`src/rtl/regfile_pkg.sv`:
```
`default_nettype none
// ============================================================================
// Module   : regfile_pkg
// Purpose  : Shared sizes, state/requester encodings and decode helpers for
//            the register-file port scheduler.
// Revision : 1.0
// ============================================================================
package regfile_pkg;

  localparam int NUM_REGS = 16;
  localparam int DATA_W   = 16;
  localparam int ADDR_W   = 4;

  typedef enum logic [0:0] {
    ST_CLEAR = 1'b0,
    ST_RUN   = 1'b1
  } state_t;

  typedef enum logic [0:0] {
    REQ_CORE = 1'b0,
    REQ_DBG  = 1'b1
  } req_t;

  function automatic logic [NUM_REGS-1:0] onehot(input logic [ADDR_W-1:0] addr);
    onehot       = '0;
    onehot[addr] = 1'b1;
  endfunction

  // R0 reads as zero; a same-cycle landing write overrides the stale bitline.
  function automatic logic [DATA_W-1:0] rd_bypass(
    input logic [ADDR_W-1:0] rd_addr,
    input logic [DATA_W-1:0] raw,
    input logic              wr_fire,
    input logic [ADDR_W-1:0] wr_addr,
    input logic [DATA_W-1:0] wr_data
  );
    if (rd_addr == '0)
      rd_bypass = '0;
    else if (wr_fire && (wr_addr == rd_addr))
      rd_bypass = wr_data;
    else
      rd_bypass = raw;
  endfunction

endpackage
`default_nettype wire

```
`src/rtl/regfile_port_sched_if.sv`:
```
`default_nettype none
// ============================================================================
// Module   : regfile_port_sched_if
// Purpose  : Core/debug request bus into the register-file port scheduler.
// Revision : 1.0
// ============================================================================
interface regfile_port_sched_if;
  import regfile_pkg::*;

  logic              core_wr_valid;
  logic              core_wr_ready;
  logic [ADDR_W-1:0] core_wr_addr;
  logic [DATA_W-1:0] core_wr_data;
  logic              dbg_wr_valid;
  logic              dbg_wr_ready;
  logic [ADDR_W-1:0] dbg_wr_addr;
  logic [DATA_W-1:0] dbg_wr_data;
  logic [ADDR_W-1:0] core_rd1_addr;
  logic [ADDR_W-1:0] core_rd2_addr;
  logic              core_rd2_en;
  logic [DATA_W-1:0] core_rd1_data;
  logic [DATA_W-1:0] core_rd2_data;
  logic              dbg_rd_valid;
  logic [ADDR_W-1:0] dbg_rd_addr;
  logic              dbg_rd_ready;
  logic              dbg_rd_dvalid;
  logic [DATA_W-1:0] dbg_rd_data;

  modport master (
    output core_wr_valid, core_wr_addr, core_wr_data,
    output dbg_wr_valid, dbg_wr_addr, dbg_wr_data,
    output core_rd1_addr, core_rd2_addr, core_rd2_en,
    output dbg_rd_valid, dbg_rd_addr,
    input  core_wr_ready, dbg_wr_ready,
    input  core_rd1_data, core_rd2_data,
    input  dbg_rd_ready, dbg_rd_dvalid, dbg_rd_data
  );

  modport slave (
    input  core_wr_valid, core_wr_addr, core_wr_data,
    input  dbg_wr_valid, dbg_wr_addr, dbg_wr_data,
    input  core_rd1_addr, core_rd2_addr, core_rd2_en,
    input  dbg_rd_valid, dbg_rd_addr,
    output core_wr_ready, dbg_wr_ready,
    output core_rd1_data, core_rd2_data,
    output dbg_rd_ready, dbg_rd_dvalid, dbg_rd_data
  );

endinterface
`default_nettype wire

```
`src/rtl/rf_onehot_dec.sv`:
```
`default_nettype none
// ============================================================================
// Module   : rf_onehot_dec
// Purpose  : Gated address to one-hot register enable decoder.
// Revision : 1.0
// ============================================================================
module rf_onehot_dec
  import regfile_pkg::*;
(
  input  logic                i_en,
  input  logic [ADDR_W-1:0]   i_addr,
  output logic [NUM_REGS-1:0] o_onehot
);

  assign o_onehot = i_en ? onehot(i_addr) : '0;

endmodule
`default_nettype wire

```
`src/rtl/regfile_port_sched.sv`:
```
`default_nettype none
// ============================================================================
// Module   : regfile_port_sched
// Purpose  : Post-reset clear sweep, round-robin write arbitration, bypassed
//            read decode and debug loan of read port 2 for the register file.
// Revision : 1.0
// ============================================================================
module regfile_port_sched
  import regfile_pkg::*;
#(
  parameter logic [DATA_W-1:0] CLEAR_VAL = '0
) (
  input  logic                clk,
  input  logic                rst,
  regfile_port_sched_if.slave bus,
  output logic [NUM_REGS-1:0] rf_wr_en,
  output logic [DATA_W-1:0]   rf_wr_data,
  output logic [NUM_REGS-1:0] rf_rd1_en,
  output logic [NUM_REGS-1:0] rf_rd2_en,
  input  logic [DATA_W-1:0]   rf_rd1_data,
  input  logic [DATA_W-1:0]   rf_rd2_data,
  output logic                busy
);

  localparam logic [ADDR_W-1:0] c_last_reg = ADDR_W'(NUM_REGS - 1);

  state_t            r_state, w_state_nxt;
  logic [ADDR_W-1:0] r_cnt, w_cnt_nxt;
  req_t              r_rr_last, w_rr_nxt;
  logic              r_dbg_rd_dvalid;
  logic [DATA_W-1:0] r_dbg_rd_data;

  logic              w_run, w_sweep;
  logic              w_grant_core, w_grant_dbg, w_wr_fire;
  logic [ADDR_W-1:0] w_wr_addr, w_rd2_addr;
  logic [DATA_W-1:0] w_wr_data, w_dbg_rd_value;
  logic              w_rd2_active, w_dbg_rd_accept;

  assign w_run   = (r_state == ST_RUN);
  // Gated by rst so every enable is quiet while reset is held.
  assign w_sweep = (r_state == ST_CLEAR) && rst;
  assign busy    = (r_state == ST_CLEAR);

  assign w_grant_core = w_run && bus.core_wr_valid &&
                        (!bus.dbg_wr_valid || (r_rr_last == REQ_DBG));
  assign w_grant_dbg  = w_run && bus.dbg_wr_valid &&
                        (!bus.core_wr_valid || (r_rr_last == REQ_CORE));
  assign w_wr_addr    = w_grant_dbg ? bus.dbg_wr_addr : bus.core_wr_addr;
  assign w_wr_data    = w_grant_dbg ? bus.dbg_wr_data : bus.core_wr_data;
  assign w_wr_fire    = (w_grant_core || w_grant_dbg) && (w_wr_addr != '0);

  assign bus.core_wr_ready = w_grant_core;
  assign bus.dbg_wr_ready  = w_grant_dbg;
  assign rf_wr_data        = w_sweep ? CLEAR_VAL : w_wr_data;

  // Core always owns port 2 when it asks; debug only borrows idle cycles.
  assign w_dbg_rd_accept  = w_run && !bus.core_rd2_en && bus.dbg_rd_valid;
  assign w_rd2_active     = w_run && (bus.core_rd2_en || bus.dbg_rd_valid);
  assign w_rd2_addr       = bus.core_rd2_en ? bus.core_rd2_addr : bus.dbg_rd_addr;
  assign bus.dbg_rd_ready = w_dbg_rd_accept;

  assign bus.core_rd1_data = w_run ?
      rd_bypass(bus.core_rd1_addr, rf_rd1_data, w_wr_fire, w_wr_addr, w_wr_data) : '0;
  assign bus.core_rd2_data = (w_run && bus.core_rd2_en) ?
      rd_bypass(bus.core_rd2_addr, rf_rd2_data, w_wr_fire, w_wr_addr, w_wr_data) : '0;
  assign w_dbg_rd_value =
      rd_bypass(bus.dbg_rd_addr, rf_rd2_data, w_wr_fire, w_wr_addr, w_wr_data);

  assign bus.dbg_rd_dvalid = r_dbg_rd_dvalid;
  assign bus.dbg_rd_data   = r_dbg_rd_data;

  rf_onehot_dec u_dec_wr (
    .i_en     (w_sweep || w_wr_fire),
    .i_addr   (w_sweep ? r_cnt : w_wr_addr),
    .o_onehot (rf_wr_en)
  );

  rf_onehot_dec u_dec_rd1 (
    .i_en     (w_run),
    .i_addr   (bus.core_rd1_addr),
    .o_onehot (rf_rd1_en)
  );

  rf_onehot_dec u_dec_rd2 (
    .i_en     (w_rd2_active),
    .i_addr   (w_rd2_addr),
    .o_onehot (rf_rd2_en)
  );

  always_comb begin
    w_state_nxt = r_state;
    w_cnt_nxt   = r_cnt;
    w_rr_nxt    = r_rr_last;
    case (r_state)
      ST_CLEAR: begin
        w_cnt_nxt = r_cnt + ADDR_W'(1);
        if (r_cnt == c_last_reg)
          w_state_nxt = ST_RUN;
      end
      ST_RUN: begin
        if (w_grant_core)
          w_rr_nxt = REQ_CORE;
        else if (w_grant_dbg)
          w_rr_nxt = REQ_DBG;
      end
      default: w_state_nxt = ST_CLEAR;
    endcase
  end

  always_ff @(posedge clk or negedge rst) begin
    if (!rst) begin
      r_state         <= ST_CLEAR;
      r_cnt           <= '0;
      r_rr_last       <= REQ_DBG;
      r_dbg_rd_dvalid <= 1'b0;
      r_dbg_rd_data   <= '0;
    end else begin
      r_state         <= w_state_nxt;
      r_cnt           <= w_cnt_nxt;
      r_rr_last       <= w_rr_nxt;
      r_dbg_rd_dvalid <= w_dbg_rd_accept;
      if (w_dbg_rd_accept)
        r_dbg_rd_data <= w_dbg_rd_value;
    end
  end

endmodule
`default_nettype wire
```
`src/flat_wrapper.sv`:
```
// flat-port wrapper written by rule: the top's interface ports become plain ports
module regfile_port_sched_flat import regfile_pkg::*;
#(
  parameter logic [DATA_W-1:0] CLEAR_VAL = '0
)
  (clk, rst, rf_wr_en, rf_wr_data, rf_rd1_en, rf_rd2_en, rf_rd1_data, rf_rd2_data, busy, bus_core_wr_valid, bus_core_wr_addr, bus_core_wr_data, bus_dbg_wr_valid, bus_dbg_wr_addr, bus_dbg_wr_data, bus_core_rd1_addr, bus_core_rd2_addr, bus_core_rd2_en, bus_dbg_rd_valid, bus_dbg_rd_addr, bus_core_wr_ready, bus_dbg_wr_ready, bus_core_rd1_data, bus_core_rd2_data, bus_dbg_rd_ready, bus_dbg_rd_dvalid, bus_dbg_rd_data);
  regfile_port_sched_if bus_i ();
  input  logic clk;
  input  logic rst;
  output logic [NUM_REGS-1:0] rf_wr_en;
  output logic [DATA_W-1:0] rf_wr_data;
  output logic [NUM_REGS-1:0] rf_rd1_en;
  output logic [NUM_REGS-1:0] rf_rd2_en;
  input  logic [DATA_W-1:0] rf_rd1_data;
  input  logic [DATA_W-1:0] rf_rd2_data;
  output logic busy;
  input wire logic [$bits(bus_i.core_wr_valid)-1:0] bus_core_wr_valid;
  input wire logic [$bits(bus_i.core_wr_addr)-1:0] bus_core_wr_addr;
  input wire logic [$bits(bus_i.core_wr_data)-1:0] bus_core_wr_data;
  input wire logic [$bits(bus_i.dbg_wr_valid)-1:0] bus_dbg_wr_valid;
  input wire logic [$bits(bus_i.dbg_wr_addr)-1:0] bus_dbg_wr_addr;
  input wire logic [$bits(bus_i.dbg_wr_data)-1:0] bus_dbg_wr_data;
  input wire logic [$bits(bus_i.core_rd1_addr)-1:0] bus_core_rd1_addr;
  input wire logic [$bits(bus_i.core_rd2_addr)-1:0] bus_core_rd2_addr;
  input wire logic [$bits(bus_i.core_rd2_en)-1:0] bus_core_rd2_en;
  input wire logic [$bits(bus_i.dbg_rd_valid)-1:0] bus_dbg_rd_valid;
  input wire logic [$bits(bus_i.dbg_rd_addr)-1:0] bus_dbg_rd_addr;
  output wire logic [$bits(bus_i.core_wr_ready)-1:0] bus_core_wr_ready;
  output wire logic [$bits(bus_i.dbg_wr_ready)-1:0] bus_dbg_wr_ready;
  output wire logic [$bits(bus_i.core_rd1_data)-1:0] bus_core_rd1_data;
  output wire logic [$bits(bus_i.core_rd2_data)-1:0] bus_core_rd2_data;
  output wire logic [$bits(bus_i.dbg_rd_ready)-1:0] bus_dbg_rd_ready;
  output wire logic [$bits(bus_i.dbg_rd_dvalid)-1:0] bus_dbg_rd_dvalid;
  output wire logic [$bits(bus_i.dbg_rd_data)-1:0] bus_dbg_rd_data;
  assign bus_i.core_wr_valid = bus_core_wr_valid;
  assign bus_i.core_wr_addr = bus_core_wr_addr;
  assign bus_i.core_wr_data = bus_core_wr_data;
  assign bus_i.dbg_wr_valid = bus_dbg_wr_valid;
  assign bus_i.dbg_wr_addr = bus_dbg_wr_addr;
  assign bus_i.dbg_wr_data = bus_dbg_wr_data;
  assign bus_i.core_rd1_addr = bus_core_rd1_addr;
  assign bus_i.core_rd2_addr = bus_core_rd2_addr;
  assign bus_i.core_rd2_en = bus_core_rd2_en;
  assign bus_i.dbg_rd_valid = bus_dbg_rd_valid;
  assign bus_i.dbg_rd_addr = bus_dbg_rd_addr;
  assign bus_core_wr_ready = bus_i.core_wr_ready;
  assign bus_dbg_wr_ready = bus_i.dbg_wr_ready;
  assign bus_core_rd1_data = bus_i.core_rd1_data;
  assign bus_core_rd2_data = bus_i.core_rd2_data;
  assign bus_dbg_rd_ready = bus_i.dbg_rd_ready;
  assign bus_dbg_rd_dvalid = bus_i.dbg_rd_dvalid;
  assign bus_dbg_rd_data = bus_i.dbg_rd_data;
  regfile_port_sched #(.CLEAR_VAL(CLEAR_VAL)) u_core (.clk(clk), .rst(rst), .bus(bus_i), .rf_wr_en(rf_wr_en), .rf_wr_data(rf_wr_data), .rf_rd1_en(rf_rd1_en), .rf_rd2_en(rf_rd2_en), .rf_rd1_data(rf_rd1_data), .rf_rd2_data(rf_rd2_data), .busy(busy));
endmodule
```
`config.mk`:
```
export PLATFORM = sky130hd
export DESIGN_NAME = regfile_port_sched_flat
export DESIGN_NICKNAME = d
export VERILOG_FILES = /design/src/rtl/regfile_pkg.sv /design/src/rtl/regfile_port_sched_if.sv /design/src/rtl/rf_onehot_dec.sv /design/src/rtl/regfile_port_sched.sv /design/src/flat_wrapper.sv
export SDC_FILE = /design/constraint.sdc
export NUM_CORES = 1
export LEC_CHECK = 0
export BUFFER_PORTS_ARGS = -buffer_cell sky130_fd_sc_hd__buf_2
export CORE_AREA = 4 4 103 105
export CTS_BUF_LIST = sky130_fd_sc_hd__clkbuf_4
export DETAILED_ROUTE_END_ITERATION = 10
export DIE_AREA = 0 0 107 109
export PLACE_DENSITY = 0.62
export SYNTH_ARGS = -nofsm -noshare
export SYNTH_HDL_FRONTEND = slang
export SYNTH_HIERARCHICAL = 1
export SYNTH_SLANG_ARGS = --single-unit
```
`constraint.sdc`:
```
create_clock -name clk -period 2.16 [get_ports clk]
set_input_delay 0.216 -clock clk [delete_from_list [all_inputs] [get_ports clk]]
set_output_delay 0.216 -clock clk [all_outputs]
set_load 0.01 [all_outputs]
```
==> results.yml <==
grt:
  antenna_found_initial: 0
  grt_overflow_total: 0
  first_global_vias: 3744
  grt_max_degree: 33
  grt_pass1_wl_um: 19000
  grt.total_usage_pct: 20.4
setup_path:
  crit_fanout: 8
  required_ps: 1940
  critPathKind: "reg2out"
  startpoint_type: "register"
  ff2ff_path_depth: 7
  cp-end-kind: "output pin"
  arrival_ps: 2320
synth:
  synth_edf_count: 0
  synth-async-reset-ratio_pct: 100
  syn_area_per_cell_um2: 6.96
  ys_seq_area_share_pct: 20.2
  ys_seq_elements: 23
  syn-cell-area_um2: 2860
  ys_warn_count: 6
  ys_types: 50
  synth_ff_type: "dfrtp_1"
  synthesis.instances: 410
  syn_nets: 501
route:
  wl_per_cell_um: 17.1
  drc_errors: 0
  drt-total-wl_um: 13300
  via_per_inst: 4.99
  ant_nets: 0
  drt_iter0_drc: 254
  vias: 3860
  drt_first_pass_iters: 4
sta:
  tightest_slew_ps: 615
  setup_slack_ps: -380
  fin_crit_ps: 2540
  slew_viol_final: 0
  fin_skew_ps: 15.5
  slew_headroom_pct: 58.7
  finalSetupTns_ps: -13080
  rsz0062_at_grt: "true"
  clock.fmax_ghz: 0.394
  finalHoldViolCount: 0
  setup_viol: 48
  fin_crit_sh_pct: 118
floorplan:
  dieArea_um2: 11700
  dieHeight_um: 109
  io_pins: 207
  rows: 36
  start_util_pct: 29.6
  core-area_um2: 9640
  die_w_um: 107
placement:
  io_buffer_count: 206
  gp_congestion: 0.878
  dp.final_hpwl_um: 10100
  placed_cells: 753
cells_and_area:
  fin_cells: 773
  layout.nets: 732
  drive_gt1_share_pct: 53.9
  diodes: 0
  syn2layout_area_growth_pct: 70.6
clock_tree:
  clk_pin_slew_ps: 140
  clkSinkCount: 23
  cts-htree-levels: 1
  cts_tree: "yes"
  cts_max_path_buffers: 2
  insertion_delay_ps: 320
  numCtsBuffers: 3
  root_buffer: "clkbuf_4"
run_status:
  violations: "negative setup slack"
  status: "finished with violations"
hold_path:
  min_path_cells: 3
  holdCritPathClass: "in2reg"
power_and_ir_drop:
  power.density_nw_per_um2: 380
  vdd_drop_max_mv: 0.157
  total_power_mw: 1.85
  p_leak_nw: 2.71
run:
  drv_cap: 0
-- path summary, 6_finish.rpt --
path / start / end / slack (ps)
max in group asynchronous: rst / u_core/r_rr_last / 1380
min in group asynchronous: rst / u_core/bus.dbg_rd_data[2] / 490
worst max register to register: u_core/r_state / u_core/bus.dbg_rd_data[12] / 70
worst max-delay path: u_core/r_rr_last / bus_core_rd1_data[3] / -380
worst min register to register: u_core/bus.dbg_rd_data[1] / u_core/bus.dbg_rd_data[1] / 500
worst min-delay path: rf_rd2_data[2] / u_core/bus.dbg_rd_data[2] / 190
-- logic make-up after synthesis --
group / Yosys count / synth area share, %
buffers and inverters: 28 / 5.65
flip-flops: 23 / 20.2
multiplexers: 51 / 18.0
AND/OR/NAND/NOR: 248 / 40.5
AO/OA/AOI/OAI: 44 / 10.6
XOR/XNOR: 15 / 4.60
adder cells (fa/ha/maj): 1 / 0.438
-- flip-flops by register name, summed over array words and instances (netlist names) --
signal / flops
u_core/r_cnt: 4
u_core/bus.dbg_rd_data: 16
u_core/r_state: 1
u_core/bus.dbg_rd_dvalid: 1
u_core/r_rr_last: 1
-- cell usage in the layout, fill, tap and decap left out, types with 3 or more instances in the layout --
cell | Yosys | final
a31oi_4 | 0 | 3
and2_1 | 18 | 9
and2_4 | 1 | 11
buf_12 | 1 | 4
buf_2 | 1 | 198
buf_4 | 2 | 28
buf_6 | 4 | 14
clkbuf_4 | 0 | 3
dfrtp_1 | 22 | 22
inv_1 | 3 | 3
mux2_2 | 3 | 3
mux2i_1 | 48 | 45
nand2_1 | 104 | 83
nand2_2 | 12 | 9
nand2_4 | 0 | 23
nand2b_1 | 6 | 4
nand3_1 | 7 | 6
nand3b_1 | 7 | 7
nand4_1 | 3 | 3
nor2_1 | 61 | 52
nor2_2 | 2 | 10
nor3_1 | 12 | 8
nor3_2 | 3 | 7
o21ai_0 | 5 | 5
o21ai_1 | 20 | 18
or3b_4 | 3 | 3
or4_1 | 3 | 3
xnor2_1 | 9 | 9
xor2_1 | 6 | 6
-- routing by layer --
layer / track usage (%) / up-vias / share of wire [%]
li1: - / 1851 / -
met4: 7.21 / 0 / 3.0
met2: 39.0 / 182 / 53
met5: 0 / - / 0
met1: 23.2 / 1807 / 38
met3: 2.84 / 20 / 6.8
-- critical path, cell delays in order (launching register included) --
cell	delay, ps
dfstp_2	610
nand2_4	80
nand2_4	110
inv_4	70
and3_4	190
o21ai_2	150
a211o_1	210
buf_6	190
mux2i_4	230
buf_2	150
-- final cells by class --
type	count	area [um^2]
fill	951	4770
multi-input combinational	359	2560
timing repair buffer	248	1510
sequential	23	577
tap	133	166
inverter	6	25.0
clock buffer	3	22.5
clock inverter	1	5.00
-- cell usage after synthesis, drive strengths merged, types with 3 or more instances --
master / instances / share of area (%)
nand2: 116 / 16
nor2: 63 / 8.5
mux2i: 48 / 17
o21ai: 25 / 4.4
dfrtp: 22 / 19
and2: 20 / 4.5
nor3: 15 / 3.2
clkbuf: 12 / 1.6
buf: 10 / 3.2
xnor2: 9 / 2.8
nand3: 7 / 1.2
nand3b: 7 / 1.8
inv: 6 / 0.79
nand2b: 6 / 1.3
xor2: 6 / 1.8
a31oi: 4 / 0.88
a21oi: 3 / 0.53
mux2: 3 / 1.2
nand4: 3 / 0.66
nor4: 3 / 0.66
or3b: 3 / 1.2
or4: 3 / 0.79
-- report_power, final --
part / switching, mW / internal (mW) / leakage [nW] / total [mW]
clock: 0.138 / 0.0692 / 0.0177 / 0.207
sequential: 0.0295 / 0.479 / 0.287 / 0.508
combinational: 0.624 / 0.509 / 2.41 / 1.13
total: 0.791 / 1.06 / 2.71 / 1.85
-- stage by stage --
stage | hold slack (ps) | setup WS [ps] | cell area [um^2] | utilization [%]
2_1_floorplan | -79.6 | -7.79 | 2870 | -
3_3_place_gp | 249 | -5.39 | 4170 | 43.3
3_5_place_dp | 249 | -77.4 | 4170 | 43.3
4_1_cts | 173 | -388 | 4440 | 46.1
5_1_grt | 175 | -508 | 4870 | 50.5
6_report | 186 | -380 | 4870 | 50.5
-- repair_timing --
item                                    CTS  global route
gates resized for setup                  36            84
buffers inserted                          6             9
hold buffers                              1             0
pin swaps                                 7            43
endpoints found under the setup margin   68            83
gates cloned                              1             2
hold endpoints to repair                 22             0
Power figures use the tool's default switching activity.
